--- config.mk ---
export PLATFORM = sky130hd
export DESIGN_NAME = led_matrix_scan_driver
export DESIGN_NICKNAME = d
export VERILOG_FILES = /design/src/rtl/led_matrix_scan_driver.sv
export SDC_FILE = /design/constraint.sdc
export NUM_CORES = 1
export LEC_CHECK = 0
export ABC_AREA = 0
export CAP_MARGIN = 20
export CORE_ASPECT_RATIO = 1.25
export CORE_MARGIN = 2
export CORE_UTILIZATION = 43
export CTS_BUF_LIST = sky130_fd_sc_hd__clkbuf_4
export DETAILED_ROUTE_END_ITERATION = 12
export HOLD_SLACK_MARGIN = 0.1
export PLACE_DENSITY = 0.63
export SLEW_MARGIN = 20
export SYNTH_ARGS = -nofsm -noshare
export SYNTH_HDL_FRONTEND = slang
export SYNTH_SLANG_ARGS = --single-unit
export TNS_END_PERCENT = 5
--- constraint.sdc ---
create_clock -name CLK -period 2.2 [get_ports CLK]
set_input_delay 0.44 -clock CLK [delete_from_list [all_inputs] [get_ports CLK]]
set_output_delay 0.44 -clock CLK [all_outputs]
set_load 0.005 [all_outputs]
--- src/rtl/led_matrix_scan_driver.sv ---
// Row-multiplexed driver for a 16x8 LED matrix with a blanking gap per row slot.
// Optional macro BRIGHTNESS_PWM_EN adds a 4-bit brightness input gating col_data.
module led_matrix_scan_driver #(
  parameter int ROWS      = 16,
  parameter int COLS      = 8,
  parameter int SCAN_DIV  = 10000,
  parameter int BLANK_CYC = 16
) (
  input  logic            CLK,
  input  logic            RSTn,
  input  logic            pix_valid,
  input  logic [2:0]      pix_x,
  input  logic [3:0]      pix_y,
  input  logic            pix_on,
  input  logic            frame_clr,
`ifdef BRIGHTNESS_PWM_EN
  input  logic [3:0]      brightness,
`endif
  output logic [ROWS-1:0] row_sel,
  output logic [COLS-1:0] col_data,
  output logic            frame_start
);

  localparam int CNT_W = $clog2(SCAN_DIV);
  localparam logic [CNT_W-1:0] CNT_LAST   = CNT_W'(SCAN_DIV - 1);
  localparam logic [CNT_W-1:0] BLANK_LAST = CNT_W'(BLANK_CYC - 1);
  localparam logic [ROWS-1:0]  ROW_ONE    = ROWS'(1);

  typedef enum logic {ST_BLANK, ST_DRIVE} state_t;

  logic [ROWS-1:0][COLS-1:0] fb_q, fb_d;
  logic [3:0]                row_idx_q, row_idx_d;
  logic [CNT_W-1:0]          cnt_q, cnt_d;
  state_t                    state_q, state_d;
  logic [COLS-1:0]           latch_q, latch_d;
  logic [ROWS-1:0]           row_sel_q, row_sel_d;
  logic [COLS-1:0]           col_data_q, col_data_d;
  logic                      frame_start_q, frame_start_d;
  logic                      cnt_wrap;
  logic                      col_en;
`ifdef BRIGHTNESS_PWM_EN
  logic [3:0]                pwm_cnt_q, pwm_cnt_d;
`endif

  always_comb begin
    // Clear dominates a coincident pixel write.
    fb_d = fb_q;
    if (frame_clr) begin
      fb_d = '0;
    end else if (pix_valid) begin
      fb_d[pix_y][pix_x] = pix_on;
    end

    cnt_wrap  = (cnt_q == CNT_LAST);
    cnt_d     = cnt_wrap ? '0 : cnt_q + CNT_W'(1);
    row_idx_d = cnt_wrap ? row_idx_q + 4'd1 : row_idx_q;

    state_d = state_q;
    latch_d = latch_q;
    case (state_q)
      ST_BLANK: begin
        // Row contents are sampled once, just before the row is lit.
        if (cnt_q == BLANK_LAST) begin
          state_d = ST_DRIVE;
          latch_d = fb_q[row_idx_q];
        end
      end
      ST_DRIVE: begin
        if (cnt_wrap) state_d = ST_BLANK;
      end
      default: state_d = ST_BLANK;
    endcase

`ifdef BRIGHTNESS_PWM_EN
    pwm_cnt_d = (state_q == ST_DRIVE) ? pwm_cnt_q + 4'd1 : 4'd0;
    col_en    = (state_q == ST_DRIVE) && (pwm_cnt_q < brightness);
`else
    col_en    = (state_q == ST_DRIVE);
`endif

    row_sel_d     = (state_q == ST_DRIVE) ? (ROW_ONE << row_idx_q) : '0;
    col_data_d    = col_en ? latch_q : '0;
    frame_start_d = (cnt_q == '0) && (row_idx_q == 4'd0);
  end

  always_ff @(posedge CLK or negedge RSTn) begin
    if (!RSTn) begin
      fb_q          <= '0;
      row_idx_q     <= 4'd0;
      cnt_q         <= '0;
      state_q       <= ST_BLANK;
      latch_q       <= '0;
      row_sel_q     <= '0;
      col_data_q    <= '0;
      frame_start_q <= 1'b0;
    end else begin
      fb_q          <= fb_d;
      row_idx_q     <= row_idx_d;
      cnt_q         <= cnt_d;
      state_q       <= state_d;
      latch_q       <= latch_d;
      row_sel_q     <= row_sel_d;
      col_data_q    <= col_data_d;
      frame_start_q <= frame_start_d;
    end
  end

`ifdef BRIGHTNESS_PWM_EN
  always_ff @(posedge CLK or negedge RSTn) begin
    if (!RSTn) begin
      pwm_cnt_q <= 4'd0;
    end else begin
      pwm_cnt_q <= pwm_cnt_d;
    end
  end
`endif

  assign row_sel     = row_sel_q;
  assign col_data    = col_data_q;
  assign frame_start = frame_start_q;

endmodule

==> results of run 1 <==
-- layout by cell type (no fill, tap or decap), types with 11 or more instances in the layout --
cell type / instances
dfrtp_1: 178
nor2_1: 154
mux2i_1: 130
nor3_1: 59
nor3_2: 35
mux4_2: 32
clkdlybuf4s50_1: 31
buf_4: 31
nand2_1: 29
buf_12: 22
clkbuf_4: 19
nor4_1: 15
nor4_2: 13
inv_1: 11
-- worst reg2reg max path, stage by stage, from the launching register on --
cell and delay, ps:
dfrtp_2 440, buf_12 210, mux4_2 540, o22ai_1 200, buf_4 160, a31oi_1 40, mux2_2 270
-- power by group --
group          switching, mW  internal, mW  total, mW
clock                   1.16         0.811       1.97
sequential           0.00289          3.31       3.32
combinational          0.334         0.125      0.459
total                   1.50          4.25       5.75
-- cell type report --
| cell class | count | area [sq um] | area share |
|---|---|---|---|
| antenna | 1 | 2.50 | 0.000231 |
| clock buffer | 19 | 143 | 0.0132 |
| clock inverter | 12 | 156 | 0.0145 |
| inverter | 11 | 41.3 | 0.00382 |
| multi-input combinational | 572 | 4590 | 0.425 |
| sequential | 180 | 4510 | 0.417 |
| tap | 283 | 354 | 0.0328 |
| timing repair buffer | 88 | 1010 | 0.0939 |
-- stage by stage --
| stage | TNS [ps] | cells | hold slack [ps] |
|---|---|---|---|
| after floorplan | 0 | 854 | 144 |
| after global placement | -4160 | 1133 | 360 |
| after detailed placement | -6050 | 1133 | 361 |
| after CTS | 0 | 1165 | 227 |
| after global routing | 0 | 1166 | 227 |
| final | 0 | 1166 | 258 |
-- cell families (layout without fill, tap and decap cells) --
kind of cell,Yosys count,in the layout,synth area share
AOI/OAI and AO/OA,19,19,0.0123
xor gates and xnor gates,12,12,0.0109
adders and majority gates,8,8,0.0104
buffers and inverters,102,130,0.0563
DFF,180,180,0.467
muxes,171,171,0.220
other,0,1,0
and+or+nand+nor,362,362,0.222
-- routing by layer --
layer	wire (microns)	GRT usage
met1	9790	0.272
met2	10300	0.311
met3	642	0.0298
met4	264	0.0555
met5	0	0
-- worst max-delay path by stage --
stage,to,depth (start not counted)
2_1_floorplan,fb_q[50],7
3_3_place_gp,fb_q[100],6
3_5_place_dp,fb_q[116],6
4_1_cts,row_idx_q[2],6
5_1_grt,row_idx_q[2],6
6_report,latch_q[5],6
-- state kept, by name, indices dropped and copies added, names as in the netlist --
register	flops
row_sel	16
col_data	8
row_idx_q	4
col_en	1
cnt_q	14
frame_start	1
fb_q	128
latch_q	8
-- repair_timing --
action,4_1_cts,5_1_grt
gates resized for setup,0,0
hold buffers,1,0
hold endpoints to repair,84,0
==> impl_metrics.prom, run 1 <==
# TYPE chip_impl_metric gauge
chip_impl_info{name="crit_type",value="flop to flop"} 1
chip_impl_metric{name="synth.net_count",unit=""} 874
chip_impl_metric{name="synth.lib_cells_used.distinct",unit=""} 38
chip_impl_info{name="critical-path-top-delay-family",value="multiplexers"} 1
chip_impl_info{name="synth_top_cells_by_area",value="dfrtp_1, mux2i_1, mux4_2, nor2_1, nor3_2"} 1
chip_impl_metric{name="initial_core_util",unit=""} 0.435
chip_impl_metric{name="clk_transition_reported_paths",unit="ps"} 140
chip_impl_metric{name="hpwlAfterDp",unit="microns"} 12900
chip_impl_metric{name="synth_seq_area_share",unit=""} 0.467
chip_impl_info{name="cts_tree",value="built"} 1
chip_impl_info{name="synthMostInstantiatedCell",value="dfrtp_1"} 1
chip_impl_info{name="hold_class",value="input port to flop"} 1
chip_impl_metric{name="timing_max_transition_violations_final",unit=""} 0
chip_impl_metric{name="final_cell_area_excluding_filler_cells",unit="sq mm"} 0.0108
chip_impl_metric{name="drt_pre_antenna_iters",unit=""} 5
chip_impl_metric{name="min_delay_path_depth",unit=""} 2
chip_impl_metric{name="gp_congestion",unit=""} 0.757
chip_impl_metric{name="finalSetupViolations",unit=""} 0
chip_impl_metric{name="critical_path.n_buffers_inverters",unit=""} 2
chip_impl_metric{name="ctsHtreeMaxLevel",unit=""} 4
chip_impl_metric{name="detail_route.iter0.violations",unit=""} 438
chip_impl_metric{name="share_of_post_route_cells_with_drive_strength_above_1",unit=""} 0.222
chip_impl_metric{name="largest_net_degree_at_the_start_of_global_routing",unit=""} 78
chip_impl_metric{name="area.growth.synth_to_final",unit="%"} 12.2
chip_impl_metric{name="required",unit="ps"} 2680
chip_impl_info{name="setup_repair_after_global_routing_missed_its_margin",value="no"} 1
chip_impl_info{name="hold_end",value="fb_q[116]"} 1
chip_impl_info{name="dominantRegCellSynth",value="dfrtp_1"} 1
chip_impl_metric{name="vdd_drop_max",unit="V"} 0.000315
chip_impl_metric{name="share_of_the_clock_period_used_by_the_worst_path",unit=""} 0.889
chip_impl_metric{name="timing.critical_path.arrival",unit="ps"} 2440
chip_impl_metric{name="placement_rows",unit=""} 61
chip_impl_metric{name="nFillCells",unit=""} 2023
chip_impl_metric{name="clk_latency",unit="ps"} 590
chip_impl_metric{name="slew_margin_rel",unit=""} 0.668
chip_impl_info{name="top_cells_by_instance_count_after_synthesis",value="dfrtp_1, nor2_1, mux2i_1"} 1
chip_impl_info{name="worst_setup_path_end_kind",value="flop"} 1
chip_impl_metric{name="achievable-frequency",unit="MHz"} 511
chip_impl_metric{name="post_dp_cell_area",unit="sq mm"} 0.0105
chip_impl_metric{name="rrSetupSlack",unit="ps"} 240
chip_impl_metric{name="mappedNetlistArea",unit="sq mm"} 0.00964
chip_impl_info{name="cp_launch_type",value="flop"} 1
chip_impl_metric{name="core_area",unit="sq mm"} 0.0221
chip_impl_metric{name="portBuffers",unit=""} 36
chip_impl_metric{name="average_footprint_of_a_synthesized_cell",unit="sq um"} 11.3
chip_impl_metric{name="finalHoldViolCount",unit=""} 0
chip_impl_metric{name="grtUsageTotal",unit=""} 0.194
chip_impl_info{name="r2r-start",value="row_idx_q[0]"} 1
chip_impl_metric{name="power_per_cell_area",unit="mW/mm^2"} 532
chip_impl_metric{name="maxCapViolCount",unit=""} 0
chip_impl_info{name="critical_path_origin",value="row_idx_q[0]"} 1
chip_impl_metric{name="maximum_number_of_buffers_from_clock_root_to_sink",unit=""} 2
chip_impl_metric{name="drc",unit=""} 0
chip_impl_metric{name="tritoncts.num_buffers",unit=""} 17
chip_impl_metric{name="final_nets",unit=""} 890
chip_impl_metric{name="static-leakage-power",unit="nW"} 4.19
chip_impl_metric{name="count_of_antenna_violating_nets_left_after_detailed_routing",unit=""} 0
chip_impl_metric{name="cp_slowest_stage_delay",unit="ps"} 520
chip_impl_info{name="yosysTopAreaCell",value="dfrtp_1"} 1
chip_impl_metric{name="die_h",unit="microns"} 171
chip_impl_metric{name="clock_skew",unit="ps"} 15.1
chip_impl_metric{name="timing.reg2reg.worst_path_depth",unit=""} 6
chip_impl_metric{name="final_core_utilization",unit=""} 0.488
chip_impl_metric{name="period_needed",unit="ps"} 1960
chip_impl_metric{name="total_power",unit="mW"} 5.75
chip_impl_metric{name="layout_setup_ws",unit="ps"} 245
chip_impl_info{name="cts.root.buffer_cell",value="clkbuf_4"} 1
chip_impl_metric{name="synth-async-reset-ratio",unit=""} 1.00
chip_impl_metric{name="timing.critical_path.fanout_max",unit=""} 18
chip_impl_metric{name="slew_at_the_pin_with_the_worst_max_slew_slack",unit="ps"} 497
chip_impl_info{name="critPathSlowestCell",value="mux4_2"} 1
chip_impl_metric{name="design.die.area",unit="sq mm"} 0.0236
chip_impl_metric{name="netlist_instances",unit=""} 854
chip_impl_info{name="hold_path.startpoint",value="frame_clr"} 1
chip_impl_metric{name="global_route.overflow_total",unit=""} 0
chip_impl_metric{name="route.detailed.wl_per_inst",unit="microns"} 18.0
chip_impl_metric{name="detailedPlace.worstSlack",unit="ps"} -155
chip_impl_metric{name="grt_pass1_vias",unit=""} 6609
chip_impl_info{name="worstPathCellList",value="buf_12, mux4_2, o22ai_1, buf_4, a31oi_1, mux2_2"} 1
chip_impl_metric{name="drt-vias-per-instance",unit=""} 5.45
chip_impl_metric{name="postCtsSetupBuffers",unit=""} 0
chip_impl_metric{name="synth_enable_flop_cells",unit=""} 0
chip_impl_metric{name="synth_seq_cells",unit=""} 180
chip_impl_metric{name="grt_antenna_before_repair",unit=""} 1
chip_impl_metric{name="clock-sinks",unit=""} 180
chip_impl_info{name="outcome",value="finished, final reports clean"} 1
chip_impl_metric{name="boundaryPins",unit=""} 37
chip_impl_metric{name="drt-total-wl",unit="microns"} 21000
chip_impl_metric{name="synth_top_cell_area_share",unit=""} 0.467
chip_impl_metric{name="first_pass_grt_wire_length",unit="microns"} 35800
chip_impl_metric{name="dr_total_vias",unit=""} 6360
chip_impl_metric{name="yosys_warnings",unit=""} 0
chip_impl_info{name="worst_r2r_endpoint",value="latch_q[5]"} 1
chip_impl_metric{name="die_x",unit="microns"} 138
Note: power is estimated with default switching activity, not from simulation.
==> run 2: changes to the inputs <==
- SLEW_MARGIN: 20 -> 5
==> results of run 2 <==
Final layout, timing and power as in run 1 (identical DEF).
==> variant (settings of run 2) <==
Register the inputs `pix_valid`, `pix_x`, `pix_y`, `pix_on` and `frame_clr` before use. The logic sees them one clock later.
--- a/src/rtl/led_matrix_scan_driver.sv
+++ b/src/rtl/led_matrix_scan_driver.sv
@@ -28,6 +28,20 @@
 
   typedef enum logic {ST_BLANK, ST_DRIVE} state_t;
 
+  logic pix_valid_q;
+  logic [2:0] pix_x_q;
+  logic [3:0] pix_y_q;
+  logic pix_on_q;
+  logic frame_clr_q;
+
+  always_ff @(posedge CLK) begin
+    pix_valid_q <= pix_valid;
+    pix_x_q     <= pix_x;
+    pix_y_q     <= pix_y;
+    pix_on_q    <= pix_on;
+    frame_clr_q <= frame_clr;
+  end
+
   logic [ROWS-1:0][COLS-1:0] fb_q, fb_d;
   logic [3:0]                row_idx_q, row_idx_d;
   logic [CNT_W-1:0]          cnt_q, cnt_d;
@@ -45,10 +59,10 @@
   always_comb begin
     // Clear dominates a coincident pixel write.
     fb_d = fb_q;
-    if (frame_clr) begin
+    if (frame_clr_q) begin
       fb_d = '0;
-    end else if (pix_valid) begin
-      fb_d[pix_y][pix_x] = pix_on;
+    end else if (pix_valid_q) begin
+      fb_d[pix_y_q][pix_x_q] = pix_on_q;
     end
 
     cnt_wrap  = (cnt_q == CNT_LAST);
Check against the original RTL: same outputs for any inputs over 10 cycles, from zero or initial values and one cycle with RSTn low; that may be too few to reach the edited logic, so the function may still have changed.
==> variant against run 2 <==
- synthesized cell count is 1.2% higher
- final area decreased by 0.79%
- wire length up 5.4%
- worst setup slack improved by 54 ps
- synthesized area increased by 1.3%
- power rose by 3.1%
- hold slack worse by 16 ps
- clock skew up 4.2 ps
- sequential cell count grew 10
- combinational power fell by 16%
- maximum frequency increased by 2.8%
==> variant: results (changes against run 2) <==
[outcome]
run_status=complete, no violations  ; unchanged

[final_layout]
layoutNonFillerInstCount=1164  ; was 1166

[timing]
fin_skew_ps=19.3  ; was 15.1 ps
post-route-min-period_ps=1900  ; was 1960 ps
worst-slew-pin-transition_ps=605  ; was 497 ps
fin_hold_ws_ps=243  ; was 258 ps

[worst_setup_path]
critPathMaxFanout=1  ; was 18
reg2regPathDepth=5  ; was 6
rr_endpoint=latch_q[2]  ; was latch_q[5]
crit_end=col_data[0]  ; was latch_q[5]
cp_top_family=buffers and inverters  ; was multiplexers

[placed_design]
globalplace.congestion=0.762  ; was 0.757
dpl_cell_area_sq_um=10400  ; was 10500 sq um
placed_cells=1130  ; was 1133
dp.final_hpwl_mm=13.1  ; was 12.9 mm

[route]
finalWirelength_mm=22.1  ; was 21.0 mm
wl_met2_mm=10.8  ; was 10.3 mm
wl_met3_microns=913  ; was 642 microns
drtIter0Drc=559  ; was 438
viasPerCell=5.48  ; was 5.45

[grt]
grt_pass1_vias=6497  ; was 6609
grt_usage_pct=19.4  ; about the same
grt_use_met3_pct=2.80  ; was 2.98%
met1_usage_pct=27.3  ; was 27.2%

[worst_hold_path]
hold_class=input port to asynchronous set/reset pin  ; was input port to register

[synth]
yosys.cell_types.count=39  ; was 38
syn_avg_cell_area_sq_um=11.3  ; about the same
syn_nets=884  ; was 874
synthArstFlopShare_pct=94.7  ; was 100%
ys_top_cells_by_area=dfrtp_1 46%, mux2i_1 13%, mux4_2 7.4%, nor2_1 5.9%, nor3_2 3.9%  ; was dfrtp_1 47%, mux2i_1 14%, mux4_2 7.5%, nor2_1 6.0%, nor3_2 3.6%

[power_and_ir_drop]
ir_drop_uv=292  ; was 315 uV

## variant: cell families (layout without fill, tap and decap cells)
family,count (synthesis),in the layout,share of synthesized area (%)
XOR/XNOR,12,12,1.08
multiplexers,171,171,21.7
flip-flops,190,190,48.2
AND/OR/NAND/NOR,362,362,21.2
buffers and inverters,102,118,5.56
AO/OA/AOI/OAI,19,19,1.22
other,0,1,0
adder cells (fa/ha/maj),8,8,1.03
## variant: worst register-to-register path: stages (launching register included)
cell and delay, ps:
dfrtp_2 420, buf_12 210, mux4_2 580, o22ai_1 220
a31oi_1 80, mux2_2 260
## variant: final cells by class
type | count | area, sq um
inverters | 11 | 41.3
clock inverters | 15 | 170
clock buffers | 17 | 128
fillers | 2033 | 11600
multi-input cells | 572 | 4520
flip-flops and latches | 190 | 4720
repair buffers | 75 | 795
diodes | 1 | 2.50
well taps | 283 | 354
## variant: power breakdown
group | internal, mW | switching (mW)
combinational | 0.0959 | 0.288
sequential | 3.51 | 0.0477
clock | 0.629 | 1.36
